File: src/rtl/ps2_key_tracker.sv
// ---------------------------------------------------------------------------
// ps2_key_tracker
//
// Turns the PS/2 byte stream into key events and Pong control state.
//
// Make, break and extended scan-code sequences are assembled by a small FSM.
// A completed sequence produces one evt_* event. It also updates held flags
// for W/S (player 1) and Up/Down arrows (player 2). The held flags give the
// paddle direction codes. Fresh presses of Space and Esc produce one-cycle
// serve/pause pulses. If a prefix byte is left waiting too long, the
// sequence is abandoned.
//
// Ports:
//   inclock       system clock
//   reset         synchronous, active-high reset
//   key_data      received scan-code byte, valid while key_pressed=1
//   key_pressed   one-cycle strobe per received byte
//   p1_up_held    W (1D) held
//   p1_down_held  S (1B) held
//   p2_up_held    Up arrow (E0 75) held
//   p2_down_held  Down arrow (E0 72) held
//   p1_dir        01=up, 10=down, 00=none or both
//   p2_dir        same encoding for player 2
//   serve_pulse   one cycle on a fresh press of Space (29)
//   pause_pulse   one cycle on a fresh press of Esc (76)
//   evt_valid     one cycle per completed make/break sequence
//   evt_code      final byte of the last sequence
//   evt_ext       last sequence carried the E0 prefix
//   evt_break     last sequence carried the F0 prefix
// ---------------------------------------------------------------------------
module ps2_key_tracker #(
   parameter int TIMEOUT_CYCLES = 2500000
) (
   input  logic       inclock,
   input  logic       reset,
   input  logic [7:0] key_data,
   input  logic       key_pressed,
   output logic       p1_up_held,
   output logic       p1_down_held,
   output logic       p2_up_held,
   output logic       p2_down_held,
   output logic [1:0] p1_dir,
   output logic [1:0] p2_dir,
   output logic       serve_pulse,
   output logic       pause_pulse,
   output logic       evt_valid,
   output logic [7:0] evt_code,
   output logic       evt_ext,
   output logic       evt_break
);

   localparam logic [7:0] CODE_EXT   = 8'hE0;
   localparam logic [7:0] CODE_BRK   = 8'hF0;
   localparam logic [7:0] CODE_W     = 8'h1D;
   localparam logic [7:0] CODE_S     = 8'h1B;
   localparam logic [7:0] CODE_UP    = 8'h75;
   localparam logic [7:0] CODE_DOWN  = 8'h72;
   localparam logic [7:0] CODE_SPACE = 8'h29;
   localparam logic [7:0] CODE_ESC   = 8'h76;

   localparam int TW = (TIMEOUT_CYCLES > 2) ? $clog2(TIMEOUT_CYCLES) : 1;
   localparam logic [TW-1:0] TIMER_LAST = TW'(TIMEOUT_CYCLES - 1);

   typedef enum logic [1:0] {
      S_IDLE,
      S_EXT,
      S_BRK,
      S_EXT_BRK
   } state_t;

   state_t        state_q, state_d;
   logic [TW-1:0] timer_q, timer_d;

   logic p1_up_q, p1_up_d;
   logic p1_down_q, p1_down_d;
   logic p2_up_q, p2_up_d;
   logic p2_down_q, p2_down_d;
   logic space_q, space_d;
   logic esc_q, esc_d;

   logic       serve_q, serve_d;
   logic       pause_q, pause_d;
   logic       evt_valid_q, evt_valid_d;
   logic [7:0] evt_code_q, evt_code_d;
   logic       evt_ext_q, evt_ext_d;
   logic       evt_break_q, evt_break_d;

   // Set for one cycle when the current byte ends a sequence.
   logic done;
   logic done_ext;
   logic done_brk;
   logic is_make;

   // NOTE: every signal written here gets a default first, so there is no
   // path that leaves one unassigned. That is what keeps this block free of
   // inferred latches.
   always_comb begin
      state_d     = state_q;
      timer_d     = timer_q;
      p1_up_d     = p1_up_q;
      p1_down_d   = p1_down_q;
      p2_up_d     = p2_up_q;
      p2_down_d   = p2_down_q;
      space_d     = space_q;
      esc_d       = esc_q;
      serve_d     = 1'b0;
      pause_d     = 1'b0;
      evt_valid_d = 1'b0;
      evt_code_d  = evt_code_q;
      evt_ext_d   = evt_ext_q;
      evt_break_d = evt_break_q;
      done        = 1'b0;
      done_ext    = 1'b0;
      done_brk    = 1'b0;
      is_make     = 1'b0;

      if (key_pressed) begin
         timer_d = '0;
         unique case (state_q)
            S_IDLE: begin
               if (key_data == CODE_EXT)      state_d = S_EXT;
               else if (key_data == CODE_BRK) state_d = S_BRK;
               else                           done    = 1'b1;
            end
            S_EXT: begin
               if (key_data == CODE_BRK) state_d = S_EXT_BRK;
               else if (key_data != CODE_EXT) begin
                  done     = 1'b1;
                  done_ext = 1'b1;
               end
            end
            S_BRK: begin
               if (key_data == CODE_EXT) state_d = S_EXT_BRK;
               else if (key_data != CODE_BRK) begin
                  done     = 1'b1;
                  done_brk = 1'b1;
               end
            end
            S_EXT_BRK: begin
               if (key_data != CODE_EXT && key_data != CODE_BRK) begin
                  done     = 1'b1;
                  done_ext = 1'b1;
                  done_brk = 1'b1;
               end
            end
            default: state_d = S_IDLE;
         endcase
      end else if (state_q != S_IDLE) begin
         // A prefix that waits too long is dropped silently.
         if (timer_q == TIMER_LAST) begin
            state_d = S_IDLE;
            timer_d = '0;
         end else begin
            timer_d = timer_q + TW'(1);
         end
      end else begin
         timer_d = '0;
      end

      if (done) begin
         state_d     = S_IDLE;
         evt_valid_d = 1'b1;
         evt_code_d  = key_data;
         evt_ext_d   = done_ext;
         evt_break_d = done_brk;
         is_make     = ~done_brk;

         // A make sets the flag and a break clears it. A break of a key
         // that is not held writes 0 over a 0, so nothing changes. The ext
         // bit must match, so keypad codes do not move the arrow flags.
         if (!done_ext && key_data == CODE_W)    p1_up_d   = is_make;
         if (!done_ext && key_data == CODE_S)    p1_down_d = is_make;
         if (done_ext && key_data == CODE_UP)    p2_up_d   = is_make;
         if (done_ext && key_data == CODE_DOWN)  p2_down_d = is_make;
         if (!done_ext && key_data == CODE_SPACE) begin
            // Typematic repeats find the flag already set and do not pulse.
            serve_d = is_make & ~space_q;
            space_d = is_make;
         end
         if (!done_ext && key_data == CODE_ESC) begin
            pause_d = is_make & ~esc_q;
            esc_d   = is_make;
         end
      end
   end

   // NOTE: sequential state uses non-blocking assignments only. Every flop
   // then samples its pre-edge inputs, whatever order the blocks run in.
   always_ff @(posedge inclock) begin
      if (reset) begin
         state_q     <= S_IDLE;
         timer_q     <= '0;
         p1_up_q     <= 1'b0;
         p1_down_q   <= 1'b0;
         p2_up_q     <= 1'b0;
         p2_down_q   <= 1'b0;
         space_q     <= 1'b0;
         esc_q       <= 1'b0;
         serve_q     <= 1'b0;
         pause_q     <= 1'b0;
         evt_valid_q <= 1'b0;
         evt_code_q  <= 8'h00;
         evt_ext_q   <= 1'b0;
         evt_break_q <= 1'b0;
      end else begin
         state_q     <= state_d;
         timer_q     <= timer_d;
         p1_up_q     <= p1_up_d;
         p1_down_q   <= p1_down_d;
         p2_up_q     <= p2_up_d;
         p2_down_q   <= p2_down_d;
         space_q     <= space_d;
         esc_q       <= esc_d;
         serve_q     <= serve_d;
         pause_q     <= pause_d;
         evt_valid_q <= evt_valid_d;
         evt_code_q  <= evt_code_d;
         evt_ext_q   <= evt_ext_d;
         evt_break_q <= evt_break_d;
      end
   end

   assign p1_up_held   = p1_up_q;
   assign p1_down_held = p1_down_q;
   assign p2_up_held   = p2_up_q;
   assign p2_down_held = p2_down_q;

   // When both directions are held they cancel, giving 00.
   assign p1_dir = {p1_down_q & ~p1_up_q, p1_up_q & ~p1_down_q};
   assign p2_dir = {p2_down_q & ~p2_up_q, p2_up_q & ~p2_down_q};

   assign serve_pulse = serve_q;
   assign pause_pulse = pause_q;
   assign evt_valid   = evt_valid_q;
   assign evt_code    = evt_code_q;
   assign evt_ext     = evt_ext_q;
   assign evt_break   = evt_break_q;

endmodule

File: config.mk
export PLATFORM = sky130hd
export DESIGN_NAME = ps2_key_tracker
export DESIGN_NICKNAME = d
export VERILOG_FILES = /design/src/rtl/ps2_key_tracker.sv
export SDC_FILE = /design/constraint.sdc
export NUM_CORES = 1
export LEC_CHECK = 0
export CAP_MARGIN = 0
export CORE_ASPECT_RATIO = 0.9
export CORE_UTILIZATION = 53
export CTS_BUF_LIST = sky130_fd_sc_hd__clkbuf_16
export DETAILED_ROUTE_END_ITERATION = 10
export PLACE_DENSITY = 0.84
export SLEW_MARGIN = 10
export SYNTH_ARGS = -nofsm -noshare
export SYNTH_HDL_FRONTEND = slang
export SYNTH_SLANG_ARGS = --single-unit
File: constraint.sdc
create_clock -name inclock -period 2.4 [get_ports inclock]
set_input_delay 0.48 -clock inclock [delete_from_list [all_inputs] [get_ports inclock]]
set_output_delay 0.48 -clock inclock [all_outputs]
set_load 0.01 [all_outputs]
; After elaboration in Yosys (flattened, before gate mapping)
; Cells that the tools add are included.
[totals]
regBits = 43
input_bits = 11
wordCells = 95
[op_classes]
add_sub_neg = 1
eq_ne = 18
mux = 22
bitwise = 17
reduce_logical = 23
[op_table]
columns = cell, count
row1 = $eq A8 B7 Y1 const B, 3
row2 = $add A22 B1 Y22 const B, 1
row3 = $eq A22 B22 Y1 const B, 1
row4 = $eq A8 B5 Y1 const B, 2
row5 = $eq A8 B8 Y1 const B, 2
row6 = $ne A8 B8 Y1 const B, 2
row7 = $mux W2, 7
row8 = $reduce_and A2 Y1, 6
row9 = $mux W1, 11
row10 = $not A1 Y1, 11
row11 = $eq A8 B6 Y1 const B, 1
row12 = $logic_and A1 B1 Y1, 7
row13 = $and A1 B1 Y1, 6
row14 = $ne A3 B3 Y1 const B, 2
row15 = $pmux W2 S3, 1
row16 = $reduce_and A6 Y1, 1
row17 = $reduce_bool A2 Y1, 3
row18 = $reduce_or A3 Y1, 2
row19 = $eq A2 B2 Y1 const B, 2
row20 = $ne A4 B1 Y1 const B, 1
row21 = $ne A4 B4 Y1 const B, 1
row22 = $pmux W1 S2, 2
row23 = $pmux W1 S4, 1
row24 = $reduce_or A4 Y1, 1
row25 = 4 further kinds, 4

; Longest topological paths before layout
[depth]
word_depth = 9
ltp_mapped = 8
depth_no_buf = 7

; Worst setup path before layout
; No wires, ideal clock.
[synth_timing]
kind = reg2reg
start = register state_q[0]
end = register evt_code_q[3], in the netlist evt_code[3]
setup_time_ns = 0.124
t_arrival_ns = 1.755
t_required_ns = 2.276
slack_ns = 0.520
stages_incl_launch_ff = 9
n_path_buf = 1
period_less_slack_ns = 1.880
cell_sequence = dfxtp_1 -> inv_1 -> ha_1 -> or4_4 -> a21boi_4 -> nand2_4 -> buf_8 -> mux2i_1 -> nor2_1
[synth_between]
elab_chain_cells = 3
[synth_lines]
columns = element, line_no
row1 = "start, declared", 71  ; state_t state_q, state_d;
row2 = "start signal, assigned", 206  ; state_q <= state_d;
row3 = "$eq A2 B2 Y1, or another cell as far along", 119  ; unique case (state_q)
row4 = $pmux W1 S4 *, 119
row5 = $mux W1 *, 117  ; if (key_pressed) begin
row6 = "end signal, assigned", 217  ; evt_code_q <= evt_code_d;
row7 = "end, declared", 84  ; logic [7:0] evt_code_q, evt_code_d;
; Mark *: on every way between the ends. The rest lies on a longest branch, timed or not.
; A chain may end at the register's enable or synchronous reset.

; Worst setup path after layout
[layout_timing]
start = input port key_data[5]
end = register p2_down_q, in the netlist p2_down_held
[layout_between]
elab_chain_cells = 7
[layout_lines]
columns = element, line_no
row1 = "start, declared", 36  ; input logic [7:0] key_data,
row2 = "$ne A8 B8 Y1, on equally long branches", "127, 140, 134"
row3 = $mux W1 or $logic_and A1 B1 Y1 (tied branches), "127, 140"
row4 = "$mux W1, on equally long branches", "126, 140"
row5 = $pmux W1 S2, 119
row6 = $mux W1, 117
row7 = $logic_and A1 B1 Y1, 174  ; if (done_ext && key_data == CODE_DOWN) p2_down_d = is_make;
row8 = $reduce_and A2 Y1 (no source line), --
row9 = "end signal, assigned", 211  ; p2_down_q <= p2_down_d;
row10 = "end, declared", 77  ; logic p2_down_q, p2_down_d;
; Several ways; a longest one is shown, not always the timed one.

==> impl_metrics.prom <==
# TYPE chip_impl_metric gauge
chip_impl_info{name="cp-end-kind",value="flop"} 1
chip_impl_metric{name="core_area",unit="mm²"} 0.00376
chip_impl_info{name="yosys.cell_count.top_type",value="dfxtp_1"} 1
chip_impl_metric{name="cts_clock_pin_slew_for_the_worst_setup_and_hold_paths",unit="ns"} 0.06
chip_impl_info{name="cp-start-kind",value="input pin"} 1
chip_impl_info{name="synth_ff_type",value="dfxtp_1"} 1
chip_impl_metric{name="maxCapViolations",unit=""} 0
chip_impl_metric{name="postRouteAntennaNets",unit=""} 0
chip_impl_metric{name="grt_first_pass_wirelength",unit="µm"} 7080
chip_impl_metric{name="layout-area-overhead-vs-synth",unit="%"} 23.1
chip_impl_metric{name="min_period",unit="ns"} 2.00
chip_impl_metric{name="initial_core_util",unit="%"} 55.7
chip_impl_metric{name="fin_setup_tns",unit="ns"} 0
chip_impl_metric{name="post_cts.repair.setup_buffers",unit=""} 0
chip_impl_metric{name="drv_slew",unit=""} 0
chip_impl_info{name="cpLargestDelayFamily",value="simple AND/OR/NAND/NOR gates"} 1
chip_impl_metric{name="drt_first_pass_iters",unit=""} 4
chip_impl_metric{name="grt_start_max_net_pins",unit=""} 23
chip_impl_metric{name="power.switching_fraction",unit="%"} 20.4
chip_impl_metric{name="globalRoute.totalOverflow",unit=""} 0
chip_impl_info{name="timing.critical_path.slowest_stage_cell",value="clkdlybuf4s50_1"} 1
chip_impl_info{name="worstHoldPathType",value="flop to flop"} 1
chip_impl_info{name="cts_tree",value="done"} 1
chip_impl_metric{name="boundary_pins",unit=""} 32
chip_impl_metric{name="maxClockFrequency",unit="MHz"} 499
chip_impl_metric{name="power_switching",unit="µW"} 293
chip_impl_metric{name="drc_errors",unit=""} 0
chip_impl_metric{name="dieHeight",unit="µm"} 61.6
chip_impl_metric{name="slew_headroom",unit="%"} 75.2
chip_impl_metric{name="synth_sequential_area_ratio",unit="%"} 41.1
chip_impl_metric{name="grt_util_all_layers",unit="%"} 22.8
chip_impl_metric{name="dpl-instance-area",unit="mm²"} 0.00244
chip_impl_metric{name="final_core_utilization",unit="%"} 68.6
chip_impl_metric{name="clkSinkCount",unit=""} 43
chip_impl_metric{name="post_cts_resized",unit=""} 0
chip_impl_metric{name="power.sequential.fraction",unit="%"} 50.6
chip_impl_metric{name="placement_rows",unit=""} 21
chip_impl_info{name="critical_path_class",value="input pin to flop"} 1
chip_impl_metric{name="antenna_found_initial",unit=""} 0
chip_impl_metric{name="yosys.cell_types.count",unit=""} 42
chip_impl_metric{name="clock_power_share",unit="%"} 42.9
chip_impl_metric{name="synthArstFlopShare",unit="%"} 0
chip_impl_metric{name="power-per-cell-area",unit="mW/mm²"} 557
chip_impl_metric{name="drt_iter0_drc",unit=""} 103
chip_impl_metric{name="drive_above_1_share",unit="%"} 7.41
chip_impl_metric{name="cts_buffers",unit=""} 5
chip_impl_info{name="synth_area_leader_cell",value="dfxtp_1"} 1
chip_impl_metric{name="port_buffers",unit=""} 31
chip_impl_metric{name="worst-path-max-fanout",unit=""} 5
chip_impl_metric{name="tightestPinTransition",unit="ns"} 0.368
chip_impl_metric{name="die_x_extent",unit="µm"} 68.2
chip_impl_metric{name="maximum_clock_path_buffer_count",unit=""} 2
chip_impl_metric{name="final_min_period_over_clock_period",unit="%"} 83.5
chip_impl_metric{name="gpl.final_weighted_congestion",unit=""} 0.944
chip_impl_metric{name="worst_ir_drop_vdd",unit="mV"} 0.298
chip_impl_metric{name="post_drt_via_cell_ratio",unit=""} 5.56
chip_impl_metric{name="synthCells",unit=""} 234
chip_impl_metric{name="postSynthNetCount",unit=""} 250
chip_impl_metric{name="cts_hold_repair.buffers",unit=""} 0
chip_impl_metric{name="synth_top_cell_area_share",unit="%"} 41.1
chip_impl_metric{name="cellInternalPower",unit="µW"} 1140
chip_impl_info{name="critical_path.cell_chain",value="clkdlybuf4s50_1, and3b_1, and4b_1, nand4b_1, a211oi_1, a211oi_1"} 1
chip_impl_metric{name="vias_in_the_first_global_route",unit=""} 1578
chip_impl_metric{name="finalSetupViolations",unit=""} 0
chip_impl_metric{name="routed_wirelength",unit="µm"} 4400
chip_impl_metric{name="cts-htree-levels",unit=""} 2
chip_impl_metric{name="crit_path_max_incr_delay",unit="ns"} 0.54
chip_impl_metric{name="edff_count_synth",unit=""} 0
chip_impl_metric{name="timing.critical_path.arrival",unit="ns"} 2.16
chip_impl_info{name="clk_root_buffer_cell",value="clkbuf_16"} 1
chip_impl_metric{name="finalNetCount",unit=""} 286
chip_impl_metric{name="comb_power_share",unit="%"} 6.5
chip_impl_metric{name="cp.required",unit="ns"} 2.55
chip_impl_metric{name="final_cell_area",unit="mm²"} 0.00258
chip_impl_metric{name="synthesis.area_per_instance",unit="µm²"} 8.95
chip_impl_info{name="yosys-top-cells-count",value="dfxtp_1, nor2_1, nand2_1"} 1
chip_impl_metric{name="insertion_delay",unit="ns"} 0.28
chip_impl_metric{name="hpwlAfterDp",unit="µm"} 3160
chip_impl_metric{name="fillCellCount",unit=""} 312
chip_impl_metric{name="detail_route.wl_per_cell",unit="µm"} 13.9
chip_impl_metric{name="leakage",unit="µW"} 0.000917
chip_impl_info{name="critPathMostFrequentCell",value="a211oi_1"} 1
chip_impl_metric{name="clock_skew",unit="ns"} 0.00183
chip_impl_metric{name="hold_viol",unit=""} 0
chip_impl_metric{name="fp.dieArea",unit="mm²"} 0.00421
chip_impl_metric{name="vias",unit=""} 1756
chip_impl_metric{name="number_of_warnings_reported_in_the_yosys_synthesis_log",unit=""} 0
chip_impl_info{name="status",value="completed"} 1
chip_impl_info{name="synthTopCellsByArea",value="dfxtp_1, nor2_1, xnor2_1"} 1
chip_impl_metric{name="worst-path-buf-inv",unit=""} 1
chip_impl_metric{name="n_antenna_cell",unit=""} 0
chip_impl_info{name="grt_setup_unrepaired",value="no"} 1
chip_impl_metric{name="ys_ff_latch",unit=""} 43
chip_impl_metric{name="netlist_area",unit="mm²"} 0.00209
[flip-flops by register name, summed over array words and instances (netlist names)]
| signal | cells |
|---|---|
| space_q | 1 |
| p2_down_held | 1 |
| p2_up_held | 1 |
| p1_down_held | 1 |
| serve_pulse | 1 |
| timer_q | 22 |
| evt_code | 8 |
| evt_break | 1 |
| state_q | 2 |
| pause_pulse | 1 |
| p1_up_held | 1 |
| evt_ext | 1 |
| evt_valid | 1 |
| esc_q | 1 |
[path summary, 6_finish.rpt]
| kind | depth (start not counted) | from | endpoint | slack (ns) |
|---|---|---|---|---|
| max | 6 | key_data[5] | p2_down_held | 0.40 |
| min | 1 | space_q | serve_pulse | 0.43 |
| max reg2reg | 7 | state_q[0] | state_q[1] | 0.40 |
| min reg2reg | 1 | space_q | serve_pulse | 0.43 |
[cell type report]
cell class | count | area, µm² | area share, %
multi-input combinational | 176 | 1150 | 44.5
sequential | 43 | 861 | 33.4
timing repair buffer | 36 | 348 | 13.5
clock buffer | 5 | 125 | 4.85
tap | 46 | 57.6 | 2.23
inverter | 8 | 30.0 | 1.17
clock inverter | 2 | 8.76 | 0.340
[power groups by stage]
stage                     clock (µW)  sequential [µW]  combinational [µW]
final                            617              727                93.0
after CTS                        627              727                92.3
after floorplan                    0              746                39.7
after global routing             659              728                 100
after detailed placement           0              743                91.9
after global placement             0              742                90.8
[layout by cell type, fill, tap and decap left out, types with 2 or more instances in the layout]
| cell type | count |
|---|---|
| xnor2_1 | 14 |
| nor4_1 | 3 |
| nor2_1 | 37 |
| nor2b_1 | 8 |
| mux2i_1 | 10 |
| and3_1 | 3 |
| and4b_1 | 2 |
| a211oi_1 | 2 |
| and2_1 | 2 |
| and4_1 | 2 |
| nand3_1 | 14 |
| nand4_1 | 9 |
| or2_2 | 2 |
| nor3_1 | 9 |
| nand2_1 | 17 |
| nor4b_1 | 5 |
| xor2_1 | 6 |
| dfxtp_1 | 43 |
| ha_1 | 5 |
| inv_1 | 8 |
| a21oi_1 | 9 |
| buf_4 | 5 |
| clkbuf_16 | 5 |
| o2bb2ai_1 | 2 |
| clkdlybuf4s50_1 | 31 |
[kinds of logic after synthesis]
group                      count (synthesis)  synth area share [%]
xor gates and xnor gates                  20                  8.37
and+or+nand+nor                          122                  32.3
buffers and inverters                     15                  4.06
AOI/OAI and AO/OA                         19                  6.40
muxes                                     10                  4.78
DFF                                       43                  41.1
adders and majority gates                  5                  2.99
[layer usage]
metal | vias up | share of wire [%] | global-route usage, % | routed length (µm)
met4 | 0 | 1.8 | 7.14 | 80
li1 | 887 | - | - | -
met3 | 9 | 4.7 | 5.00 | 209
met2 | 37 | 46 | 35.9 | 2030
met5 | - | 0 | 0 | 0
met1 | 823 | 47 | 31.0 | 2080
[worst register-to-register path: stages (launching register included)]
cell      delay [ns]
dfxtp_1         0.38
inv_1           0.08
ha_1            0.26
or4_4           0.52
a21boi_4        0.18
a21oi_1         0.26
nand2_1         0.09
mux2i_1         0.14
[stage by stage]
step           power (µW)  std cells  setup WS (ns)  hold WS (ns)
5_1_grt              1490        316          0.279         0.453
2_1_floorplan         786        234          0.520         0.399
4_1_cts              1450        316          0.414         0.423
3_3_place_gp          833        309          0.120         0.406
3_5_place_dp          835        309          0.143         0.415
6_report             1440        316          0.397         0.426
Note: power is estimated with default switching activity, not from simulation.
